## config.mk

```make
export PLATFORM = sky130hd
export DESIGN_NAME = serial_add_controller
export DESIGN_NICKNAME = d
export VERILOG_FILES = /design/src/rtl/serial_add_controller.sv
export SDC_FILE = /design/constraint.sdc
export NUM_CORES = 1
export LEC_CHECK = 0
export ABC_AREA = 1
export BUFFER_PORTS_ARGS = -buffer_cell sky130_fd_sc_hd__buf_4
export CORE_MARGIN = 5
export CORE_UTILIZATION = 58
export DETAILED_ROUTE_END_ITERATION = 8
export PLACE_DENSITY = 0.83
export SYNTH_ARGS = -nofsm -noshare
export SYNTH_HDL_FRONTEND = slang
export SYNTH_SLANG_ARGS = --single-unit
```

## constraint.sdc

```tcl
create_clock -name clk -period 1.9 [get_ports clk]
set_clock_uncertainty 0.2 [all_clocks]
set_input_delay 0.19 -clock clk [delete_from_list [all_inputs] [get_ports clk]]
set_output_delay 0.19 -clock clk [all_outputs]
set_load 0.02 [all_outputs]
```

## src/rtl/serial_add_controller.sv

```systemverilog
// Bit-serial adder: one full-adder cell stepped LSB-first over WIDTH cycles with a start/busy/done handshake.
// Optional subtract mode enabled by defining SERIAL_ADD_SUB_EN.
module serial_add_controller #(
  parameter int unsigned WIDTH = 8
) (
  input  logic             clk,
  input  logic             rst,
  input  logic             start,
  input  logic [WIDTH-1:0] a,
  input  logic [WIDTH-1:0] b,
  input  logic             cin,
`ifdef SERIAL_ADD_SUB_EN
  input  logic             sub,
`endif
  output logic             busy,
  output logic             done,
  output logic [WIDTH-1:0] sum,
  output logic             cout
);

  localparam int unsigned CW = $clog2(WIDTH);

  typedef enum logic [1:0] {
    IDLE = 2'd0,
    RUN  = 2'd1,
    DONE = 2'd2
  } state_t;

  state_t           state;
  logic [WIDTH-1:0] a_q;
  logic [WIDTH-1:0] b_q;
  logic             carry_q;
  logic [CW-1:0]    cnt_q;

  logic             sum_bit_c;
  logic             carry_c;
  logic [WIDTH-1:0] b_load_c;
  logic             carry_load_c;

  // The single shared full-adder cell
  assign sum_bit_c = a_q[0] ^ b_q[0] ^ carry_q;
  assign carry_c   = (a_q[0] & b_q[0]) | (a_q[0] & carry_q) | (b_q[0] & carry_q);

  // Operand B and carry seed as loaded on an accepted start
`ifdef SERIAL_ADD_SUB_EN
  assign b_load_c     = sub ? ~b : b;
  assign carry_load_c = sub ? 1'b1 : cin;
`else
  assign b_load_c     = b;
  assign carry_load_c = cin;
`endif

  always_ff @(posedge clk) begin
    if (rst) begin
      state   <= IDLE;
      busy    <= 1'b0;
      done    <= 1'b0;
      sum     <= '0;
      cout    <= 1'b0;
      a_q     <= '0;
      b_q     <= '0;
      carry_q <= 1'b0;
      cnt_q   <= '0;
    end else begin
      case (state)
        IDLE: begin
          done <= 1'b0;
          if (start) begin
            a_q     <= a;
            b_q     <= b_load_c;
            carry_q <= carry_load_c;
            cnt_q   <= '0;
            sum     <= '0;
            busy    <= 1'b1;
            state   <= RUN;
          end
        end
        RUN: begin
          sum     <= {sum_bit_c, sum[WIDTH-1:1]};
          carry_q <= carry_c;
          a_q     <= a_q >> 1;
          b_q     <= b_q >> 1;
          cnt_q   <= cnt_q + CW'(1);
          if (cnt_q == CW'(WIDTH - 1)) begin
            cout  <= carry_c;
            busy  <= 1'b0;
            done  <= 1'b1;
            state <= DONE;
          end
        end
        DONE: begin
          done  <= 1'b0;
          state <= IDLE;
        end
        default: begin
          busy  <= 1'b0;
          done  <= 1'b0;
          state <= IDLE;
        end
      endcase
    end
  end

endmodule

```

==> results.yml, run 1 <==
cells_and_area:
  final_nets: 300
  final_cell_mix: "73 x nand2_1, 51 x nor2_1, 33 x dfxtp_1, 32 x buf_4, 22 x inv_1"
  synthToLayoutAreaGrowth_pct: 27.2
  fin_util_pct: 75.5
  fillers: 210
  final_common_cell: "nand2_1"
  final_cells: 309
  drive_gt1_share_pct: 23.4
  diodes: 0
timing:
  tightestPinTransition_ns: 0.344
  hold_viol: 0
  fmaxAchievable_mhz: 640
  fin_tns_setup_ns: 0
  rsz0062_at_grt: "false"
  period_minus_slack_ns: 1.56
  slew_viol_final: 0
  post-route-period-util_pct: 82.2
  holdWs_ns: 0.0500
  relSlewSlack_pct: 77.0
  setup_viol: 0
  setup_ws_ns: 0.338
global_routing:
  track_usage_pct: 17.7
  antenna_found_initial: 0
  grt_max_degree: 34
  grt_pass1_wl_um: 5730
  gr-total-overflow: 0
  grt_pass1_vias: 1342
worst_setup_path:
  r2r_setup_slack_ns: 0.42
  end_kind: "flip-flop"
  arrival_ns: 1.62
  critPathKind: "in2reg"
  critical_path.max_fanout: 11
  crit_required_ns: 1.96
  cp-start-kind: "input pin"
pwr:
  p_switching_uw: 432
  power.leakage_uw: 0.000983
  switching_share_pct: 29.9
  p_int_uw: 1020
  power_density_nw_per_um2: 707
  pwr-share-comb_pct: 21.6
  max-vdd-ir-drop_v: 0.000639
  p_clk_share_pct: 26.0
  seqPwrFrac_pct: 52.4
clocking:
  post_cts_resized: 0
  cts.htree.levels: 2
  root_buffer: "clkbuf_4"
  cts_setup_buffers: 0
  path_clk_slew_ns: 0.10
  tritoncts: "built"
  numCtsBuffers: 5
  cts.sinks: 33
  worst_skew_pair.late_latency_ns: 0.33
  clockBufferDepth: 2
placed_design:
  place_inst: 283
  place_congestion: 0.757
  port_buffers: 30
  dp_hpwl_um: 2070
  dpl_worst_slack_ns: 0.436
die:
  row_count: 19
  fp.coreArea_um2: 2710
  die_w_um: 62.7
  initial_core_util_pct: 59.4
  ioPinCount: 31
  die_y_um: 62.7
  die_area_um2: 3930
route:
  dr.pass1.iters: 5
  ant_nets: 0
  drc: 0
  wirelength_um: 3240
  vias: 1438
  routedWlPerCell_um: 10.5
  drtIter0Drc: 69
  detail_route.vias_per_cell: 4.65
logic_synthesis:
  ys_warn_count: 0
  synth_cell_types: 20
  syn_inst: 229
  ys_ff_latch: 33
  synth.cell_area_um2: 1610
  syn_area_per_cell_um2: 7.03
  syn_nets: 252
  ys_seq_area_share_pct: 41.1
min_path:
  hp-class: "in2reg"
run_status:
  status: "finished clean"
flow_run:
  timing.max_cap.violations: 0
## timing repair
item / 4_1_cts / 5_1_grt
endpoints found under the hold margin: 26 / 0
hold buffers: 18 / 0
endpoints found under the setup margin: 0 / 0
## cell type report
cell class / count / area [µm²] / area share [%]
sequential: 33 / 661 / 32.3
timing repair buffer: 51 / 440 / 21.5
inverter: 24 / 90.1 / 4.40
clock inverter: 2 / 10.0 / 0.489
multi-input combinational: 162 / 766 / 37.4
clock buffer: 6 / 41.3 / 2.02
tap: 31 / 38.8 / 1.89
## final timing paths
check,start,to,cells past startpoint
max,rst,b_q[7],5
min,start,busy,3
max reg2reg,state[0],a_q[4],5
min reg2reg,sum[0],sum[0],2
## synthesized netlist by cell type
| cell | n | area [µm²] |
|---|---|---|
| o21bai_2 | 1 | 11.3 |
| o21ai_0 | 6 | 30.0 |
| inv_1 | 22 | 82.6 |
| nor2_1 | 51 | 191 |
| a21oi_2 | 9 | 78.8 |
| nand3_1 | 4 | 20.0 |
| dfxtp_1 | 33 | 661 |
| nand4_1 | 1 | 6.26 |
| nor3b_1 | 1 | 7.51 |
| inv_2 | 2 | 7.51 |
| buf_4 | 2 | 15.0 |
| nor2_2 | 1 | 6.26 |
| nand2_4 | 2 | 22.5 |
| nand2_2 | 9 | 56.3 |
| buf_6 | 6 | 67.6 |
| buf_2 | 2 | 10.0 |
| ha_1 | 2 | 25.0 |
| fa_1 | 1 | 20.0 |
| o21ai_4 | 1 | 16.3 |
| nand2_1 | 73 | 274 |
## per-stage QoR
stage,power (µW),area [µm²]
global route,1540,2050
detailed placement,1060,1820
floorplan,998,1610
global placement,1050,1820
CTS,1450,2050
finish,1450,2050
## worst max-delay path, stage by stage
cell,delay (ns)
dlygate4sd3_1,0.53
buf_4,0.19
inv_1,0.28
nand4_1,0.23
o21ai_0,0.19
## registers in the layout (all words and copies together), names as in the netlist
register	count
a_q	8
sum	8
busy	1
b_q	8
cout	1
done	1
cnt_q	3
carry_q	1
state	2
## routing by layer
| layer | up-vias | routed length [µm] | GRT usage, % |
|---|---|---|---|
| li1 | 780 | - | - |
| met1 | 616 | 1460 | 21.5 |
| met2 | 36 | 1520 | 29.1 |
| met3 | 6 | 196 | 5.58 |
| met4 | 0 | 63 | 6.63 |
| met5 | - | 0 | 0 |
## kinds of logic after synthesis
group | after synthesis | synth area share, %
AND/OR/NAND/NOR | 142 | 36.3
adder cells (fa/ha/maj) | 3 | 2.80
buffers and inverters | 34 | 11.4
AO/OA/AOI/OAI | 17 | 8.48
flip-flops | 33 | 41.1
## power groups by stage
stage                     Sequential, µW  Combinational [µW]  Clock [µW]
after floorplan                      778                 220           0
after global placement               774                 277           0
after detailed placement             775                 282           0
after CTS                            759                 313         382
after global routing                 765                 358         415
final                                759                 313         376
Note: power is estimated with default switching activity, not from simulation.
==> run 2, diff against run 1 <==
--- a/config.mk
+++ b/config.mk
@@ -8,9 +8,9 @@
 export ABC_AREA = 1
 export BUFFER_PORTS_ARGS = -buffer_cell sky130_fd_sc_hd__buf_4
 export CORE_MARGIN = 5
-export CORE_UTILIZATION = 58
+export CORE_UTILIZATION = 49
 export DETAILED_ROUTE_END_ITERATION = 8
-export PLACE_DENSITY = 0.83
+export PLACE_DENSITY = 0.75
 export SYNTH_ARGS = -nofsm -noshare
 export SYNTH_HDL_FRONTEND = slang
 export SYNTH_SLANG_ARGS = --single-unit
==> constraint.sdc (replaced) <==
create_clock -name clk -period 1.3 [get_ports clk]
set_clock_uncertainty 0.2 [all_clocks]
set_input_delay 0.13 -clock clk [delete_from_list [all_inputs] [get_ports clk]]
set_output_delay 0.13 -clock clk [all_outputs]
set_load 0.02 [all_outputs]
==> run 2 against run 1 <==
  * First-iteration DRC count rose by 2.9%
  * Combinational power rose by 80%
  * Register-to-register slack got worse by 0.39 ns
  * Non-clock buffer count rose by 12
  * Hold slack improved by 0.18 ns
  * Clock-buffer cell count rose by 1
  * Clock power rose by 56%
  * Largest power group unchanged
  * Highest routed layer unchanged
==> results.yml, run 2 (same netlist as run 1, synthesis figures left out) <==
run_status:
  status: "finished clean"
placed_design:
  port_buffers: 30
  dp_hpwl_um: 2170
  place_congestion: 0.773
  place_inst: 303
die:
  die_area_um2: 4530
  ioPinCount: 31
  die_y_um: 67.3
  row_count: 20
  fp.coreArea_um2: 3100
  initial_core_util_pct: 51.9
  die_w_um: 67.3
route:
  dr.max_layer_used: "met4"
  detail_route.vias_per_cell: 4.44
  wirelength_um: 3620
  met2_length_um: 1820
  wl_met1_um: 1560
  wl_met3_um: 182
  drtIter0Drc: 71
  ant_nets: 0
  drc: 0
  dr.pass1.iters: 4
  routedWlPerCell_um: 10.9
  vias: 1477
min_path:
  hp-class: "in2reg"
  hold_depth: 4
  worstHoldStart: "start"
  min_to: "busy"
global_routing:
  track_usage_pct: 17.5
  grt_max_degree: 29
  grt_pass1_wl_um: 5880
  antenna_found_initial: 0
  gr-total-overflow: 0
  grt_pass1_vias: 1363
pwr:
  power_uw: 2270
  power_density_nw_per_um2: 987
  max-vdd-ir-drop_v: 0.000796
  power.leakage_uw: 0.00108
worst_setup_path:
  rr_worst_depth: 5
  r2r-start: "state[0]"
  end_kind: "flip-flop"
  cp-start-kind: "flip-flop"
  reg2reg_to: "b_q[1]"
  crit_required_ns: 1.33
  critPathSlowestCell: "dfxtp_4"
  r2r_setup_slack_ns: 0.03
  critPathKind: "reg2reg"
  critical_path.max_fanout: 7
  critPathTopFamily: "flip-flops"
  critPathMaxStageDelay_ns: 0.39
  worstPathCellList: "o21ai_4 > clkbuf_16 > nand2_2 > nand2_1 > nor2_1"
  critical_path_depth: 5
  crit_buf_inv: 1
  arrival_ns: 1.31
clocking:
  worst_skew_pair.late_latency_ns: 0.33
  root_buffer: "clkbuf_4"
  cts.htree.levels: 2
  numCtsBuffers: 5
  clockBufferDepth: 2
  tritoncts: "built"
  cts.sinks: 33
  path_clk_slew_ns: 0.10
timing:
  rsz0062_at_grt: "true"
  setup_viol: 0
  post-route-period-util_pct: 98.0
  holdWs_ns: 0.225
  tightestPinTransition_ns: 0.224
  fmaxAchievable_mhz: 785
  hold_viol: 0
  slew_viol_final: 0
  fin_tns_setup_ns: 0
  period_minus_slack_ns: 1.27
  relSlewSlack_pct: 85.0
cells_and_area:
  fillers: 250
  final_cell_mix: "71 x nand2_1, 50 x nor2_1, 36 x buf_4, 26 x dfxtp_1, 18 x dlygate4sd3_1"
  drive_gt1_share_pct: 32.9
  final_common_cell: "nand2_1"
  final_cells: 333
  diodes: 0
  final_nets: 312
  seqCellArea_um2: 674
  synthToLayoutAreaGrowth_pct: 42.9
  reg_top3: "a_q x8, b_q x8, sum x8"
  multiInputGateArea_um2: 823
flow_run:
  timing.max_cap.violations: 0
==> run 2: cell count changes in the layout (fill, tap and decap cells not counted), moves of 2 or more <==
| cell | change |
|---|---|
| dfxtp_1 | -7 |
| dfxtp_2 | +5 |
| inv_1 | -5 |
| buf_4 | +4 |
| buf_6 | +4 |
| inv_2 | +3 |
| buf_12 | +2 |
| clkinv_2 | -2 |
| dfxtp_4 | +2 |
| ha_1 | -2 |
| ha_4 | +2 |
| nand2_1 | -2 |
==> run 2: worst max-delay path by stage <==
stage | end | slack, ns | start
6_report | b_q[1] | 0.03 | state[0]
5_1_grt | sum[5] | -0.06 | state[1]
4_1_cts | sum[7] | 0.0007 | a_q[0]
3_3_place_gp | cout | -0.007 | cnt_q[0]
3_5_place_dp | cout | -0.04 | cnt_q[1]
2_1_floorplan | cout | 0.03 | cnt_q[0]
==> run 2: area by class of cell <==
type | count | share of cell area, %
Multi-Input combinational cell | 162 | 35.8
Sequential cell | 33 | 29.3
Timing Repair Buffer | 63 | 25.8
Inverter | 24 | 4.30
Clock buffer | 7 | 2.39
Tap cell | 44 | 2.39
==> run 2: routing by layer <==
metal	vias to the layer above	global-route usage [%]
met1	628	19.5
met5	-	0
met2	39	30.8
met4	0	8.35
met3	5	4.49
li1	805	-
==> run 2: repair_timing <==
item                                   4_1_cts  5_1_grt
cloned                                       0        2
endpoints found under the hold margin       28        0
hold buffers                                19        0
setup endpoints to repair                   15       25
pin swaps                                    0        6
resized for setup                            7       26
setup buffers                                1        1
==> run 2: tightest hold or removal path, stage by stage <==
cell and delay, ns:
dlymetal6s4s_1 0.19, buf_6 0.12, nand4_1 0.18, nand2_1 0.11
==> run 2: where the power goes <==
| part | internal, µW | total, µW | switching, µW |
|---|---|---|---|
| combinational | 277 | 564 | 287 |
| clock | 255 | 588 | 333 |
| sequential | 1080 | 1120 | 36.2 |
| total | 1610 | 2270 | 656 |
==> run 2: metrics by stage <==
stage | cell area, µm² | util [%] | worst slack, ns
after floorplan | 1610 | - | 0.0347
after global placement | 1910 | 61.5 | -0.00722
after detailed placement | 1910 | 61.5 | -0.0433
after CTS | 2180 | 70.1 | 0.000748
after global routing | 2300 | 74.1 | -0.0584
final | 2300 | 74.1 | 0.0266
